$ cat config.mk
export PLATFORM = sky130hd
export DESIGN_NAME = bcd_binario_seq
export DESIGN_NICKNAME = d
export VERILOG_FILES = /design/src/rtl/bcd_binario_seq_pkg.sv /design/src/rtl/bcd_binario_seq_digit_sub3.sv /design/src/rtl/bcd_binario_seq.sv
export SDC_FILE = /design/constraint.sdc
export NUM_CORES = 1
export LEC_CHECK = 0
export BUFFER_PORTS_ARGS = -buffer_cell sky130_fd_sc_hd__buf_2
export CAP_MARGIN = 20
export CORE_MARGIN = 4
export CORE_UTILIZATION = 35
export CTS_BUF_LIST = sky130_fd_sc_hd__clkbuf_4 sky130_fd_sc_hd__clkbuf_8
export DETAILED_ROUTE_END_ITERATION = 8
export GPL_ROUTABILITY_DRIVEN = 0
export SLEW_MARGIN = 40
export SYNTH_ARGS = -nofsm -noshare
export SYNTH_HDL_FRONTEND = slang
export SYNTH_SLANG_ARGS = --single-unit
$ cat constraint.sdc
create_clock -name clock -period 2.96 [get_ports clock]
set_input_delay 0.148 -clock clock [delete_from_list [all_inputs] [get_ports clock]]
set_output_delay 0.148 -clock clock [all_outputs]
set_load 0.05 [all_outputs]
$ cat src/rtl/bcd_binario_seq_pkg.sv
`default_nettype none
// +----------------------------------------------------------------------------+
// | Module   : bcd_binario_seq_pkg                                             |
// | Brief    : Shared state encoding and digit-correction constants.           |
// | Revision : 1.0 - initial release                                           |
// +----------------------------------------------------------------------------+
package bcd_binario_seq_pkg;

    typedef enum logic [1:0] {
        IDLE  = 2'd0,
        SHIFT = 2'd1,
        DONE  = 2'd2
    } state_t;

    localparam logic [3:0] C_DIGIT_THRESHOLD = 4'd8;
    localparam logic [3:0] C_DIGIT_ADJUST    = 4'd3;
    localparam logic [3:0] C_DIGIT_MAX       = 4'd9;

endpackage : bcd_binario_seq_pkg
`default_nettype wire

$ cat src/rtl/bcd_binario_seq_digit_sub3.sv
`default_nettype none
// +----------------------------------------------------------------------------+
// | Module   : bcd_digit_sub3                                                  |
// | Brief    : One BCD digit correction step: subtract 3 when digit >= 8.      |
// | Revision : 1.0 - initial release                                           |
// +----------------------------------------------------------------------------+
module bcd_digit_sub3
    import bcd_binario_seq_pkg::*;
(
    input  logic [3:0] digit_i,
    output logic [3:0] digit_o
);

    // The >= 8 guard keeps the subtraction inside the nibble, so no borrow leaves it.
    assign digit_o = (digit_i >= C_DIGIT_THRESHOLD) ? (digit_i - C_DIGIT_ADJUST) : digit_i;

endmodule : bcd_digit_sub3
`default_nettype wire

$ cat src/rtl/bcd_binario_seq.sv
`default_nettype none
// +----------------------------------------------------------------------------+
// | Module   : bcd_binario_seq                                                 |
// | Brief    : Multi-cycle BCD-to-binary converter, one reverse dabble per clk.|
// | Revision : 1.0 - initial release                                           |
// +----------------------------------------------------------------------------+
module bcd_binario_seq
    import bcd_binario_seq_pkg::*;
#(
    parameter int DIGITS = 4
) (
    input  logic                  clock,
    input  logic                  reset_n,
    input  logic                  start,
    input  logic [4*DIGITS-1:0]   DATA_BCD,
    output logic                  busy,
    output logic                  done,
    output logic                  error,
    output logic [4*DIGITS-1:0]   D_Binary
);

    localparam int W  = 4 * DIGITS;
    localparam int CW = $clog2(W + 1);

    state_t          r_state_q;
    logic [2*W-1:0]  r_work_q;
    logic [CW-1:0]   r_cnt_q;
    logic            r_busy_q;
    logic            r_done_q;
    logic            r_error_q;
    logic [W-1:0]    r_bin_q;

    logic [2*W-1:0]  w_shifted;
    logic [W-1:0]    w_bcd_adj;
    logic [2*W-1:0]  w_work_d;
    logic [DIGITS-1:0] w_nib_bad;
    logic            w_invalid;

    assign w_shifted = {1'b0, r_work_q[2*W-1:1]};

    generate
        for (genvar d = 0; d < DIGITS; d++) begin : g_digit
            bcd_digit_sub3 u_sub3 (
                .digit_i (w_shifted[W + 4*d +: 4]),
                .digit_o (w_bcd_adj[4*d +: 4])
            );
            assign w_nib_bad[d] = (DATA_BCD[4*d +: 4] > C_DIGIT_MAX);
        end
    endgenerate

    assign w_work_d  = {w_bcd_adj, w_shifted[W-1:0]};
    assign w_invalid = |w_nib_bad;

    always_ff @(posedge clock or negedge reset_n) begin
        if (!reset_n) begin
            r_state_q <= IDLE;
            r_work_q  <= '0;
            r_cnt_q   <= '0;
            r_busy_q  <= 1'b0;
            r_done_q  <= 1'b0;
            r_error_q <= 1'b0;
            r_bin_q   <= '0;
        end else begin
            case (r_state_q)
                IDLE: begin
                    r_done_q <= 1'b0;
                    if (start) begin
                        if (w_invalid) begin
                            r_state_q <= DONE;
                            r_done_q  <= 1'b1;
                            r_error_q <= 1'b1;
                            r_bin_q   <= '0;
                        end else begin
                            r_state_q <= SHIFT;
                            r_busy_q  <= 1'b1;
                            r_work_q  <= {DATA_BCD, {W{1'b0}}};
                            r_cnt_q   <= '0;
                        end
                    end
                end
                SHIFT: begin
                    r_work_q <= w_work_d;
                    r_cnt_q  <= r_cnt_q + 1'b1;
                    // Last shift: the binary half is complete after this edge's shift.
                    if (r_cnt_q == CW'(W - 1)) begin
                        r_state_q <= DONE;
                        r_busy_q  <= 1'b0;
                        r_done_q  <= 1'b1;
                        r_error_q <= 1'b0;
                        r_bin_q   <= w_shifted[W-1:0];
                    end
                end
                DONE: begin
                    r_done_q  <= 1'b0;
                    r_state_q <= IDLE;
                end
                default: begin
                    r_state_q <= IDLE;
                    r_busy_q  <= 1'b0;
                    r_done_q  <= 1'b0;
                end
            endcase
        end
    end

    assign busy     = r_busy_q;
    assign done     = r_done_q;
    assign error    = r_error_q;
    assign D_Binary = r_bin_q;

endmodule : bcd_binario_seq
`default_nettype wire
==> results by group <==
STA
  • RSZ-0062 raised after global routing: no
  • Measured slew at the worst slew-check pin: 0.654 ns
  • Setup tns final: 0 ns
  • Period utilisation layout: 0.658
  • Final Setup Violations: 0
  • Final Hold Vio Count: 0
  • Final min period: 1.95 ns
  • Fin Hold WS: 0.115 ns
  • Slew headroom: 0.564
  • Clock Skew: 0.00437 ns
  • Final Max Slew Viols: 0
  • FMAX: 0.513 GHz

Detailed routing
  • DR vias/cell: 5.25
  • DR WL/cell: 15.7 um
  • Antenna viol nets, final: 0
  • DRC errors left: 0
  • DR vias: 1947
  • DRT iter0 DRCs: 116
  • Total Wirelength: 5830 um
  • DR pass1 iterations: 4

GRT
  • Vias in the first global route: 1939
  • Global route total overflow: 0
  • GRT Util Overall: 0.139
  • Initial antenna violation count: 0
  • Pin count of the biggest net entering global routing: 39
  • First-pass GRT wire length: 9530 um

Finish
  • Share of layout cells above drive strength 1: 0.254
  • Cell Count, Final, Fillers Out: 371
  • Commonest non-fill, non-tap cell in the layout: dfrtp_1
  • # fillers: 728
  • Nets: 294
  • Synthesis-to-finish area growth: 20.6%
  • Inserted Diodes: 0
  • Most frequent cells in the layout: dfrtp_1 (57), buf_2 (37), a22o_1 (26)

Hold path
  • Hold path start: DATA_BCD[11]
  • Hold Crit Class: primary input to flop
  • End of the worst hold path: r_work_q[27]
  • Worst Hold Path Cells: 3

Yosys
  • Register area share after synthesis: 0.550
  • Synth cell types: 38
  • Post-Syn Area: 0.00259 mm^2
  • Mapped Avg Cell Area: 11.3 um^2
  • Yosys warns: 0
  • Syn Nets: 256
  • Mapped Cells: 229
  • Seq cells post-synth: 57

CTS
  • Reg clk slew, reported paths: 0.06 ns
  • Sink Count: 57
  • Clock latency on the worst-skew pair: 0.33 ns
  • Post-CTS Setup Bufs: 0
  • Num CTS Buffers: 9
  • Root Driver: clkbuf_8
  • CTS tree: built
  • H-tree levels: 3
  • CTS Buffer Depth: 2

Critical path
  • R2r setup slk: 1.01 ns
  • CP Max Fanout: 17
  • CP max-delay cell: a21o_1
  • CP bufs+invs: 0
  • Crit path kind: flop to flop
  • Critical R2R Capture: D_Binary[3]
  • Critical Path Most Common Cell: ha_1
  • Worst EP arrival: 2.22 ns
  • CP endpoint kind: flop
  • Worst-path cell chain: ha_1 > and3_1 > ha_1 > nand2_1 > a21o_1 > a22o_2
  • Worst endpoint required time: 3.23 ns
  • RR Startpoint: r_cnt_q[0]
  • CP max stage delay: 0.51 ns
  • R2R depth: 6
  • Startpoint types: flop
  • Delay-heaviest family, CP: compound AO/OA/AOI/OAI gates

Die
  • Std-Cell Core Area: 0.00721 mm^2
  • I/O pin total: 38
  • Die Span X: 94.0 um
  • Row count: 31
  • Die area: 0.00884 mm^2
  • Die Height: 94.0 um
  • Starting Density: 0.359

Power
  • PwrDens: 928 mW/mm^2
  • Total power: 2.90 mW
  • Leakage: 1.50 nW
  • VDD IR max: 296 uV

Flow run
  • Max-cap check violation count: 0

Placement
  • # port buffers: 37
  • Placed cells: 354
  • DP Wirelength: 3790 um

Outcome
  • Status: finished clean
==> report_power, final <==
group | internal (mW) | total, mW | switching [mW]
clock | 0.663 | 0.963 | 0.299
combinational | 0.342 | 0.724 | 0.382
sequential | 0.980 | 1.21 | 0.232
==> how the worst max path moves through the flow <==
| stage | start | cells after the start | slack [ns] | endpoint |
|---|---|---|---|---|
| 6_report | r_cnt_q[0] | 6 | 1.01 | D_Binary[3] |
| 3_3_place_gp | r_cnt_q[0] | 6 | 1.07 | D_Binary[3] |
| 5_1_grt | r_cnt_q[0] | 6 | 0.88 | D_Binary[8] |
| 4_1_cts | r_cnt_q[0] | 6 | 1.01 | D_Binary[3] |
| 2_1_floorplan | r_cnt_q[0] | 7 | 1.17 | D_Binary[3] |
| 3_5_place_dp | r_cnt_q[0] | 6 | 1.02 | D_Binary[14] |
==> kinds of logic (layout without fill, tap and decap cells) <==
family,after synthesis,count (layout),synth area share
flip-flops,57,57,0.550
AND/OR/NAND/NOR,29,29,0.0570
adder cells (fa/ha/maj),8,8,0.0386
AO/OA/AOI/OAI,97,97,0.264
multiplexers,5,5,0.0198
XOR/XNOR,6,6,0.0203
buffers and inverters,27,70,0.0502
==> flip-flops by register name, indices dropped and copies added, names as in the netlist <==
| name | count |
|---|---|
| D_Binary | 16 |
| error | 1 |
| busy | 1 |
| r_state_q | 2 |
| r_cnt_q | 5 |
| done | 1 |
| r_work_q | 31 |
==> cell usage after synthesis, drive strengths merged <==
master / instances / area share
a21o: 1 / 0.0029
a21oi: 14 / 0.027
a22o: 33 / 0.11
a22oi: 1 / 0.0029
a2bb2oi: 1 / 0.0034
a31oi: 4 / 0.0097
and2: 2 / 0.0048
and3: 1 / 0.0024
and4: 1 / 0.0043
buf: 12 / 0.028
clkbuf: 4 / 0.0058
clkinv: 1 / 0.0014
dfrtp: 57 / 0.55
ha: 8 / 0.039
inv: 10 / 0.014
mux2: 1 / 0.0043
mux2i: 4 / 0.015
nand2: 9 / 0.013
nand2b: 3 / 0.0072
nand3: 4 / 0.0077
nor2: 6 / 0.0087
nor2b: 1 / 0.0024
nor3: 1 / 0.0019
o211ai: 1 / 0.0029
o21ai: 19 / 0.038
o221ai: 2 / 0.0068
o22ai: 16 / 0.039
o2bb2ai: 4 / 0.014
o31ai: 1 / 0.0029
or3b: 1 / 0.0043
xnor2: 3 / 0.010
xor2: 3 / 0.010
==> tightest hold or removal path, delay by kind of cell <==
kind            cells  cell delay, ns
simple gates        1            0.06
compound gates      1            0.08
buf+inv             1            0.11
==> cell type report <==
type | instances | area [um^2] | area share
clock buffer | 11 | 139 | 0.0444
multi-input combinational | 145 | 1030 | 0.331
sequential | 57 | 1430 | 0.456
inverter | 11 | 41.3 | 0.0132
tap | 99 | 124 | 0.0396
clock inverter | 5 | 128 | 0.0408
timing repair buffer | 43 | 233 | 0.0745
==> metrics by stage <==
stage	cell area, um^2	setup slack (ns)	util
after global routing	3130	0.880	0.433
after detailed placement	2850	1.02	0.395
after CTS	3130	1.01	0.433
final	3130	1.01	0.433
after floorplan	2590	1.17	-
after global placement	2850	1.07	0.395
==> metal layers <==
layer,global-route usage,routed length [um],share of wire
met5,0,0,0
met4,0.0746,112,0.019
met3,0.0288,177,0.030
met2,0.200,2650,0.45
met1,0.196,2890,0.50
==> what timing repair did <==
item,in CTS,in global routing
hold buffers,1,0
endpoints found under the hold margin,19,0
resized for setup,0,0
Note: power is estimated with default switching activity, not from simulation.
